File: config.mk
export PLATFORM = sky130hd
export DESIGN_NAME = seg7_readback_decoder
export DESIGN_NICKNAME = d
export VERILOG_FILES = /design/src/rtl/seg7_pkg.sv /design/src/rtl/seg7_digit_lookup.sv /design/src/rtl/seg7_readback_decoder.sv
export SDC_FILE = /design/constraint.sdc
export NUM_CORES = 1
export LEC_CHECK = 0
export ABC_AREA = 0
export ABC_CLOCK_PERIOD_IN_PS = 4059
export BUFFER_PORTS_ARGS = -buffer_cell sky130_fd_sc_hd__buf_2
export CORE_ASPECT_RATIO = 0.8
export CORE_MARGIN = 2
export CORE_UTILIZATION = 55
export CTS_BUF_LIST = sky130_fd_sc_hd__clkbuf_4 sky130_fd_sc_hd__clkbuf_8 sky130_fd_sc_hd__clkbuf_16
export DETAILED_ROUTE_END_ITERATION = 12
export PLACE_DENSITY_LB_ADDON = 0.3
export SLEW_MARGIN = 20
export SYNTH_ARGS = -nofsm -noshare
export SYNTH_HDL_FRONTEND = slang
export SYNTH_HIERARCHICAL = 1
export SYNTH_SLANG_ARGS = --single-unit
File: constraint.sdc
create_clock -name clk -period 4.06 [get_ports clk]
set_clock_uncertainty 0.05 [all_clocks]
set_input_delay 0.812 -clock clk [delete_from_list [all_inputs] [get_ports clk]]
set_output_delay 0.812 -clock clk [all_outputs]
set_load 0.005 [all_outputs]
File: src/rtl/seg7_pkg.sv
// Segment pattern constants shared with the hex-to-seven-segment encoder,
// plus the readback decoder state type. Patterns are active low, bit 0 = a.
package seg7_pkg;

   localparam logic [6:0] SEG_0     = 7'h40;
   localparam logic [6:0] SEG_1     = 7'h79;
   localparam logic [6:0] SEG_2     = 7'h24;
   localparam logic [6:0] SEG_3     = 7'h30;
   localparam logic [6:0] SEG_4     = 7'h19;
   localparam logic [6:0] SEG_5     = 7'h12;
   localparam logic [6:0] SEG_6     = 7'h02;
   localparam logic [6:0] SEG_7     = 7'h78;
   localparam logic [6:0] SEG_8     = 7'h00;
   localparam logic [6:0] SEG_9     = 7'h10;
   localparam logic [6:0] SEG_A     = 7'h08;
   localparam logic [6:0] SEG_B     = 7'h03;
   localparam logic [6:0] SEG_C     = 7'h46;
   localparam logic [6:0] SEG_D     = 7'h21;
   localparam logic [6:0] SEG_E     = 7'h06;
   localparam logic [6:0] SEG_F     = 7'h0E;
   localparam logic [6:0] SEG_BLANK = 7'h7F;

   typedef enum logic [1:0] {
      IDLE,
      SCAN,
      PRESENT
   } state_e;

endpackage

File: src/rtl/seg7_digit_lookup.sv
// Combinational single-digit decoder: active-low 7-segment pattern to nibble,
// with blank (all segments off) and invalid (not a hex glyph) flags.
module seg7_digit_lookup
   import seg7_pkg::*;
(
   input  logic [6:0] seg_i,
   output logic [3:0] nib_o,
   output logic       invalid_o,
   output logic       blank_o
);

   always_comb begin
      nib_o     = 4'h0;
      invalid_o = 1'b0;
      blank_o   = 1'b0;
      case (seg_i)
         SEG_0:     nib_o = 4'h0;
         SEG_1:     nib_o = 4'h1;
         SEG_2:     nib_o = 4'h2;
         SEG_3:     nib_o = 4'h3;
         SEG_4:     nib_o = 4'h4;
         SEG_5:     nib_o = 4'h5;
         SEG_6:     nib_o = 4'h6;
         SEG_7:     nib_o = 4'h7;
         SEG_8:     nib_o = 4'h8;
         SEG_9:     nib_o = 4'h9;
         SEG_A:     nib_o = 4'hA;
         SEG_B:     nib_o = 4'hB;
         SEG_C:     nib_o = 4'hC;
         SEG_D:     nib_o = 4'hD;
         SEG_E:     nib_o = 4'hE;
         SEG_F:     nib_o = 4'hF;
         SEG_BLANK: blank_o = 1'b1;
         default:   invalid_o = 1'b1;
      endcase
   end

endmodule

File: src/rtl/seg7_readback_decoder.sv
// Watches a bank of seven-segment drives, waits for the whole set to settle,
// then decodes one digit per cycle and presents the result on valid/ready.
module seg7_readback_decoder
   import seg7_pkg::*;
#(
   parameter int NUM_DIGITS    = 6,
   parameter int STABLE_CYCLES = 16
) (
   input  logic                    clk,
   input  logic                    reset_n,
   input  logic [NUM_DIGITS*7-1:0] seg_in,
   input  logic                    out_ready,
   output logic                    out_valid,
   output logic [NUM_DIGITS*4-1:0] out_value,
   output logic [NUM_DIGITS-1:0]   out_invalid,
   output logic [NUM_DIGITS-1:0]   out_blank,
   output logic                    busy
);

   localparam int             IDX_W    = (NUM_DIGITS > 1) ? $clog2(NUM_DIGITS) : 1;
   localparam logic [IDX_W-1:0] LAST_IDX = IDX_W'(NUM_DIGITS - 1);
   localparam logic [7:0]     STABLE_C = 8'(STABLE_CYCLES);

   logic [NUM_DIGITS-1:0][6:0] seg_q, snap_q, last_q;
   logic [NUM_DIGITS-1:0][3:0] val_q;
   logic [NUM_DIGITS-1:0]      inv_q, blk_q;
   logic [7:0]                 cnt_q, cnt_d;
   logic [IDX_W-1:0]           idx_q;
   logic                       first_q, valid_q, busy_q;
   state_e                     state_q;

   logic [3:0] lk_nib;
   logic       lk_inv, lk_blk;

   // Counter compares the incoming sample against the one being replaced,
   // so it stays aligned with seg_q.
   always_comb begin
      cnt_d = cnt_q;
      if (seg_in != seg_q)
         cnt_d = 8'd0;
      else if (cnt_q != STABLE_C)
         cnt_d = cnt_q + 8'd1;
   end

   always_ff @(posedge clk or negedge reset_n) begin
      if (!reset_n) begin
         seg_q <= {NUM_DIGITS{SEG_BLANK}};
         cnt_q <= 8'd0;
      end else begin
         seg_q <= seg_in;
         cnt_q <= cnt_d;
      end
   end

   seg7_digit_lookup u_lookup (
      .seg_i     (snap_q[idx_q]),
      .nib_o     (lk_nib),
      .invalid_o (lk_inv),
      .blank_o   (lk_blk)
   );

   always_ff @(posedge clk or negedge reset_n) begin
      if (!reset_n) begin
         state_q <= IDLE;
         snap_q  <= '0;
         last_q  <= '1;
         first_q <= 1'b1;
         idx_q   <= '0;
         val_q   <= '0;
         inv_q   <= '0;
         blk_q   <= '0;
         valid_q <= 1'b0;
         busy_q  <= 1'b0;
      end else begin
         case (state_q)
            IDLE: begin
               // A settled pattern identical to the last report is suppressed.
               if (cnt_q == STABLE_C && (seg_q != last_q || first_q)) begin
                  snap_q  <= seg_q;
                  idx_q   <= '0;
                  first_q <= 1'b0;
                  busy_q  <= 1'b1;
                  state_q <= SCAN;
               end
            end
            SCAN: begin
               val_q[idx_q] <= lk_nib;
               inv_q[idx_q] <= lk_inv;
               blk_q[idx_q] <= lk_blk;
               idx_q        <= idx_q + IDX_W'(1);
               if (idx_q == LAST_IDX) begin
                  last_q  <= snap_q;
                  valid_q <= 1'b1;
                  state_q <= PRESENT;
               end
            end
            PRESENT: begin
               if (out_ready) begin
                  valid_q <= 1'b0;
                  busy_q  <= 1'b0;
                  state_q <= IDLE;
               end
            end
            default: state_q <= IDLE;
         endcase
      end
   end

   assign out_valid   = valid_q;
   assign out_value   = val_q;
   assign out_invalid = inv_q;
   assign out_blank   = blk_q;
   assign busy        = busy_q;

endmodule
### Yosys cells after proc, flatten, opt, wreduce, memory -nomap -nowiden

Index checks and enable logic that the tools add are counted.

| storage, ports and cells | value |
|---|---|
| register bits | 178 |
| logic and storage cells | 103 |

| cells by class | value |
|---|---|
| $add $sub $neg | 2 |
| $lt $le $gt $ge | 2 |
| equal/unequal tests | 26 |
| multiplexer cells | 25 |
| reductions and logical operators | 16 |

Operator list:

| kind | count |
|---|---|
| inequality test 42 bit | 2 |
| one-hot mux 4 bit (15 select lines) | 1 |
| == test 7 bit (second input constant) | 5 |
| bitwise mux 24 bit | 1 |
| binary-select mux 7 bit (select 3 bit) | 1 |
| == test 7 x 5 -> 1 bit (second input constant) | 3 |
| == test 7 x 6 -> 1 bit (second input constant) | 3 |
| OR reduction 17 bit | 1 |
| two-way mux 8 bit | 2 |
| == test 7 x 2 -> 1 bit (second input constant) | 2 |
| == test 7 x 4 -> 1 bit (second input constant) | 2 |
| bitwise mux 6 bit | 2 |
| demux 4 bit (select 3 bit) | 1 |
| AND reduction 3 bit | 3 |
| adder 8 x 1 -> 8 bit (second input constant) | 1 |
| == test 8 x 5 -> 1 bit (second input constant) | 1 |
| inequality test 8 x 5 -> 1 bit (second input constant) | 1 |
| nonzero test 2 bit | 4 |
| == test 7 x 3 -> 1 bit (second input constant) | 1 |
| zero test 7 bit | 1 |
| two-way mux 7 bit | 1 |
| two-way mux 1 bit | 6 |
| two-way mux 2 bit | 3 |
| inequality test 2 bit (second input constant) | 3 |
| other kinds (16) | 20 |

### Depth between registers and ports, before layout

Gate-level depths: netlist of the first run.

| logic depth | value |
|---|---|
| depth after elaboration | 6 |
| gate-level depth with buffers | 12 |
| depth with buffers taken out | 9 |

### Modules after synthesis

The synthesis of the first run kept the hierarchy.

Modules (own cells, without submodules):

| module | times used | cells an instance | area an instance (µm²) |
|---|---|---|---|
| seg7_readback_decoder | 1 | 537 | 7800.0 |
| seg7_digit_lookup | 1 | 54 | 374.1 |

### Worst setup path before layout of the first run

Ideal clock, no wire load.

| timing | value |
|---|---|
| path type | register to register |
| start | register idx_q[1] |
| end | register inv_q[3], in the netlist out_invalid[3] |
| library setup time | 0.066 ns |
| arrival | 2.874 ns |
| required time | 3.944 ns |
| slack | 1.069 ns |
| cell stages (with the launch flop) | 12 |
| buffers on the path | 2 |
| clock period less this slack | 2.991 ns |
| cells stage by stage | dfrtp_1 > clkbuf_1 > inv_1 > nor2_1 > clkbuf_1 > a221oi_1 > a21oi_1 > and2b_4 > mux2i_1 > o311ai_2 > a211oi_1 > mux2_2 |

| on the way | value |
|---|---|
| longest elaborated chain between the ends | 6 |
| elaborated cells on any way between the ends | 27 |

RTL lines:

| what | line | text |
|---|---|---|
| start: declaration | seg7_readback_decoder.sv:28 | `logic [IDX_W-1:0] idx_q;` |
| start signal: assignment | seg7_readback_decoder.sv:90 | `idx_q <= idx_q + IDX_W'(1);` |
| binary-select mux 7 bit (select 3 bit) * | seg7_readback_decoder.sv:56 | `.seg_i (snap_q[idx_q]),` |
| two-way mux 7 bit (not written as such) * | seg7_readback_decoder.sv:56 |  |
| == test 7 bit (tied with other cells) | seg7_digit_lookup.sv:16 | `case (seg_i)` |
| OR reduction 17 bit (no line) * | -- |  |
| two-way mux 1 bit * | seg7_digit_lookup.sv:16 |  |
| via lk_inv | seg7_readback_decoder.sv:33 | `logic lk_inv, lk_blk;` |
| bitwise mux 6 bit * | seg7_readback_decoder.sv:88 | `inv_q[idx_q] <= lk_inv;` |
| end signal: indexed assignment | seg7_readback_decoder.sv:88 |  |
| end: declaration | seg7_readback_decoder.sv:26 | `logic [NUM_DIGITS-1:0] inv_q, blk_q;` |

The timed path passes the listed nets; every way through them passes the cells marked *. The select of a mux whose other input is x is not followed.
A chain may end at the register's enable or synchronous reset.

### Worst setup path after layout of the first run

| timing | value |
|---|---|
| start | register idx_q[1] |
| end | register inv_q[0], in the netlist out_invalid[0] |

Same word-level chain as after synthesis.

==> results of run 1 <==
[placed cells by master (no fill, tap or decap), types with 12 or more instances in the layout]
cell type	netlist	routed
dfrtp_1	93	93
mux2_4	36	36
xnor2_1	17	17
xor2_1	75	75
nor2_1	30	30
nand2_1	12	12
mux2_2	92	92
dfstp_2	85	85
clkbuf_16	0	18
nor4_1	17	17
buf_2	3	81
a21oi_1	20	20
[metal layers]
| metal | global-route usage [%] | up-vias | share of wire (%) |
|---|---|---|---|
| met2 | 34.87 | 166 | 45 |
| met4 | 7.744 | 0 | 2.0 |
| li1 | - | 2272 | - |
| met5 | 0 | - | 0 |
| met1 | 34.46 | 2607 | 47 |
| met3 | 5.544 | 35 | 5.9 |
[what timing repair did]
item	CTS	global route
hold endpoints to repair	0	0
setup endpoints to repair	0	6
hold buffers	0	0
gates resized for setup	0	1
[per-stage QoR]
step	worst slack [ps]	total power [mW]	std cells	hold WS (ps)	cell area, um^2
floorplan	1069	1.915	591	415.8	8174
global route	228.1	3.760	877	412.8	9373
CTS	372.4	3.663	877	411.0	9368
detailed placement	404.5	2.010	845	431.3	8766
global placement	680.8	2.005	845	406.0	8766
finish	508.5	3.626	877	387.4	9373
[worst max-delay path, delay by kind of cell (launching register included)]
| family | cells | cell delay [ps] |
|---|---|---|
| compound gates | 5 | 1240 |
| simple gates | 2 | 800 |
| flops | 1 | 540 |
| buf+inv | 2 | 500 |
| mux | 1 | 300 |
[registers in the layout, summed over array words and instances (netlist names)]
register	flops
last_q	42
out_valid	1
cnt_q	8
first_q	1
state_q	2
idx_q	3
out_invalid	6
snap_q	42
busy	1
out_blank	6
seg_q	42
out_value	24
[power by group]
| part | leakage (nW) | total, mW | internal (mW) | switching, mW |
|---|---|---|---|---|
| sequential | 2.18 | 1.85 | 1.82 | 0.0296 |
| combinational | 1.92 | 0.133 | 0.0510 | 0.0817 |
| clock | 0.284 | 1.65 | 0.918 | 0.730 |
| total | 4.39 | 3.63 | 2.78 | 0.841 |
[final timing paths]
kind                       startpoint        endpoint  slack, ps  cells past startpoint
max                          idx_q[1]  out_invalid[0]        510                     10
min                           reset_n      snap_q[29]        390                      1
max reg2reg                  idx_q[1]  out_invalid[0]        510                     10
min reg2reg                      busy            busy        440                      1
max in group asynchronous     reset_n      last_q[28]       2590                      2
min in group clk                 busy            busy        440                      1
[logic make-up (layout without fill, tap and decap cells)]
family | count (synthesis) | in the layout | synth area share [%]
AO/OA/AOI/OAI | 45 | 45 | 3.705
multiplexers | 136 | 136 | 20.27
buffers and inverters | 27 | 129 | 1.883
flip-flops | 178 | 178 | 55.79
AND/OR/NAND/NOR | 109 | 109 | 7.883
XOR/XNOR | 92 | 92 | 9.858
adder cells (fa/ha/maj) | 4 | 4 | 0.6123
[layout make-up]
| type | count | area (um^2) |
|---|---|---|
| Clock buffer | 19 | 464.2 |
| Multi-Input combinational cell | 386 | 3470 |
| Clock inverter | 13 | 137.6 |
| Inverter | 5 | 18.77 |
| Fill cell | 1041 | 5022 |
| Timing Repair Buffer | 92 | 491.7 |
| Tap cell | 184 | 230.2 |
| Sequential cell | 178 | 4561 |
==> impl_metrics.yaml, run 1 <==
outcome:
  status: "completed"
synthesis:
  synthDistinctLibCells: 52
  syn_inst: 591
  synth_top_area_share_pct: 28.47
  synth_area_um2: 8174
  syn-num-nets: 640
  synth_area_leaders: "dfrtp_1, dfstp_2, mux2_2, xor2_1, mux2_4"
  synth.most_common_cell: "dfrtp_1"
  synth_top_flop_cell: "dfrtp_1"
  synthArstFlopShare_pct: 100.0
  syn_area_per_cell_um2: 13.83
  yosysSeqAreaShare_pct: 55.79
  synth_warnings: 6
  synth_seq_cells: 178
  synthTopCellsByCount: "dfrtp_1, mux2_2, dfstp_2, xor2_1, mux2_4"
  synth_top_cell_by_area: "dfrtp_1"
  synth_edf_count: 0
die:
  io_pins: 83
  die_height_um: 113.0
  die-area_um2: 15860
  coreArea_um2: 14400
  chipWidth_um: 140.3
  start_util_pct: 56.78
  num_rows: 39
clock_network:
  cts_made_buffers: 17
  clock_path_buffers: 2
  cts_setup_buffers: 0
  tritoncts: "done"
  clock_latency_ps: 430
  cts_sinks: 178
  root_buffer: "clkbuf_16"
  clkTransAtPathRegs_ps: 70
  h-tree-depth: 4
timing:
  layout_min_cycle_time_ps: 3552
  max_slew_margin_pct: 43.42
  worstMarginPinSlew_ps: 848.7
  fmax_mhz: 281.6
  setup_viol: 0
  setup_tns_ps: 0
  hold_viol: 0
  slew_violations: 0
  grt_setup_unrepaired: "no"
  fin_crit_sh_pct: 87.48
setup_path:
  slowest_delay_ps: 670
  path_cells: "inv_1 > nor2_1 > buf_4 > a221oi_1 > a21oi_1 > nor2b_1 > a32oi_1 > o311ai_2 > a211oi_2 > mux2_2"
  crit_slowest_cell: "a21oi_1"
  path_class: "reg -> reg"
  critical_path.startpoint_type: "flop"
  path_max_fanout: 12
  cp.arrival_ps: 3810
  required_ps: 4320
  worst_setup_path_end_kind: "flop"
routing:
  drtAntennaViolNets: 0
  avgViaCountPerCell: 5.792
  drc: 0
  vias: 5080
  dr.pass1.iters: 5
  wl_um: 17740
  wl_per_cell_um: 20.23
  drt_iter0_markers: 523
global_route:
  grt_overflow: 0
  grtUsageTotal_pct: 23.49
  antenna_found_initial: 0
  grt_pass1_wl_um: 28280
  grt_max_degree: 90
  grt_pass1_vias: 5202
placed_design:
  hpwlAfterDp_um: 12690
  io_buffers: 82
  routabilityCongestion: 0.9468
layout:
  area_growth_pct: 14.66
  drive_above_1_share_pct: 50.51
  finish.utilization_pct: 65.11
  nets: 729
  antennaDiodeCount: 0
run:
  maxCapViolations: 0
pwr:
  ir_drop_mv: 0.2529
  p_leak_nw: 4.392
  power_density_nw_per_um2: 386.9
hold_path:
  hold_path_class: "in -> async"
Power figures use the tool's default switching activity.
==> inputs of run 2 (changes only) <==
--- a/config.mk
+++ b/config.mk
@@ -5,11 +5,11 @@
 export SDC_FILE = /design/constraint.sdc
 export NUM_CORES = 1
 export LEC_CHECK = 0
-export ABC_AREA = 0
+export ABC_AREA = 1
 export ABC_CLOCK_PERIOD_IN_PS = 4059
 export BUFFER_PORTS_ARGS = -buffer_cell sky130_fd_sc_hd__buf_2
 export CORE_ASPECT_RATIO = 0.8
-export CORE_MARGIN = 2
+export CORE_MARGIN = 10
 export CORE_UTILIZATION = 55
 export CTS_BUF_LIST = sky130_fd_sc_hd__clkbuf_4 sky130_fd_sc_hd__clkbuf_8 sky130_fd_sc_hd__clkbuf_16
 export DETAILED_ROUTE_END_ITERATION = 12
==> run 2 against run 1 <==
Net effect:
- via count rose by 28%
- routed wire length is 10% higher
- power grew 2.8%
- register-to-register slack improved by 280 ps
- cell area rose by 2.0%
- sequential cell count unchanged
- cell count rose by 45%
- combinational power rose by 23%
- sequential share of layout area decreased by 0.95 points
- clock-buffer cell count grew 4
- largest power group unchanged
- first-iteration DRC count increased by 11%
- worst hold slack got worse by 35 ps
==> impl_metrics.yaml, run 2 <==
synthesis:
  syn_inst: 987
  synth_area_um2: 8332
  yosysSeqAreaShare_pct: 54.74
  synth_edf_count: 0
  synth_top_area_share_pct: 27.93
  syn_area_per_cell_um2: 8.441
  synth_warnings: 6
  synthDistinctLibCells: 33
  syn-num-nets: 1036
  synth_top_flop_cell: "dfrtp_1"
  synth_area_leaders: "dfrtp_1, dfstp_2, nand2_1, inv_1, o21ai_0"
  synth.most_common_cell: "nand2_1"
  synthTopCellsByCount: "nand2_1, inv_1, dfrtp_1, nor2_1, dfstp_2"
  synth_top_cell_by_area: "dfrtp_1"
  synth_seq_cells: 178
  synthArstFlopShare_pct: 100.0
setup_path:
  required_ps: 4300
  cp.arrival_ps: 3510
  crit_slowest_cell: "dfrtp_1"
  path_max_fanout: 29
  critical_path.top_delay_family: "simple AND/OR/NAND/NOR gates"
  worst_setup_path_end_kind: "flop"
  path_cells: "inv_1 > o21ai_0 > nand3_1 > nor3_1 > nand2_1 > nand2_1 > nor2_2 > nand2_1 > nor2_2 > inv_1 > o21ai_0"
  slowest_delay_ps: 930
  critPathBufInv: 2
  cp_common_cell: "nand2_1"
  path_class: "reg -> reg"
  critical_path.startpoint_type: "flop"
die:
  coreArea_um2: 14910
  start_util_pct: 55.86
  chipWidth_um: 157.6
  num_rows: 40
  die_height_um: 130.1
  io_pins: 83
  die-area_um2: 20500
placed_design:
  dpl_cell_area_um2: 8940
  dp.cells: 1236
  io_buffers: 82
  hpwlAfterDp_um: 14210
  routabilityCongestion: 0.8993
routing:
  wl_um: 19520
  drc: 0
  drtAntennaViolNets: 0
  avgViaCountPerCell: 5.119
  dr.pass1.iters: 5
  wl_per_cell_um: 15.40
  drt_iter0_markers: 582
  vias: 6491
global_route:
  antenna_found_initial: 0
  grt_pass1_wl_um: 32160
  grtUsageTotal_pct: 19.94
  grt_overflow: 0
  grt_max_degree: 77
  grt_pass1_vias: 6317
clock_network:
  root_buffer: "clkbuf_16"
  tritoncts: "done"
  clock_latency_ps: 430
  h-tree-depth: 4
  cts_made_buffers: 17
  cts_setup_buffers: 0
  clkTransAtPathRegs_ps: 60
  clock_path_buffers: 2
  ctsHoldBuffers: 0
  cts_sinks: 178
  post_cts_resized: 0
layout:
  largestRegisters: "last_q x42, seg_q x42, snap_q x42"
  area_growth_pct: 14.73
  final_common_cell: "nand2_1"
  final_cell_mix: "nand2_1, inv_1, dfrtp_1"
  layoutNonFillerInstCount: 1268
  final_area_um2: 9559
  drive_above_1_share_pct: 23.08
  antennaDiodeCount: 0
  nets: 1115
timing:
  setup_viol: 0
  fmax_mhz: 305.8
  grt_setup_unrepaired: "no"
  setup_tns_ps: 0
  layout_min_cycle_time_ps: 3270
  max_slew_margin_pct: 33.72
  worstMarginPinSlew_ps: 993.0
  slew_violations: 0
  fin_crit_sh_pct: 80.53
  hold_viol: 0
pwr:
  p_leak_nw: 4.544
  ir_drop_mv: 0.2630
  power_density_nw_per_um2: 389.8
run:
  maxCapViolations: 0
outcome:
  status: "completed"
hold_path:
  hold_path_class: "in -> async"
## run 2: cells by family after synthesis
family / after synthesis / share of synthesized area, %
AND/OR/NAND/NOR: 449 / 22.45
flip-flops: 178 / 54.74
buffers and inverters: 156 / 7.298
AO/OA/AOI/OAI: 147 / 9.131
XOR/XNOR: 46 / 4.836
multiplexers: 7 / 0.9461
adder cells (fa/ha/maj): 4 / 0.6007
## run 2: stage by stage
stage / hold slack, ps / utilization (%) / setup slack [ps] / power, mW
2_1_floorplan: 391.9 / - / 1882 / 1.936
3_3_place_gp: 402.5 / 59.94 / 884.9 / 2.034
3_5_place_dp: 408.4 / 59.94 / 847.8 / 2.036
4_1_cts: 388.5 / 64.09 / 858.3 / 3.749
5_1_grt: 406.4 / 64.09 / 444.9 / 3.844
6_report: 352.8 / 64.09 / 790.4 / 3.726
## run 2: final timing paths
| kind | start | end | slack [ps] | cells after the start |
|---|---|---|---|---|
| worst max-delay path | idx_q[0] | out_invalid[2] | 790 | 11 |
| worst max register to register | idx_q[0] | out_invalid[2] | 790 | 11 |
| min in group clk | snap_q[18] | snap_q[18] | 420 | 2 |
| max in group asynchronous | reset_n | last_q[36] | 2750 | 2 |
| worst min register to register | snap_q[18] | snap_q[18] | 420 | 2 |
| worst min-delay path | reset_n | snap_q[7] | 350 | 1 |
## run 2: metal layers
layer  part of all wire (%)  global-route usage, %  vias to the layer above
met3                    6.6                  5.888                       24
met5                      0                      0                        -
li1                       -                      -                     3251
met1                     50                  28.73                     3027
met4                    1.5                  5.873                        0
met2                     42                  28.43                      189
## run 2: final cells by class
| type | instances | area [um^2] |
|---|---|---|
| multi-input combinational | 653 | 3168 |
| clock inverter | 9 | 130.1 |
| clock buffer | 23 | 489.2 |
| sequential | 178 | 4561 |
| fill | 1291 | 5355 |
| inverter | 126 | 473.0 |
| tap | 189 | 236.5 |
| timing repair buffer | 90 | 501.7 |
## run 2: where the power goes
group          switching [mW]  leakage [nW]  total, mW  internal, mW
registers              0.0237          2.18       1.84          1.82
clock network           0.684         0.307       1.72          1.04
logic                   0.101          2.05      0.164        0.0633
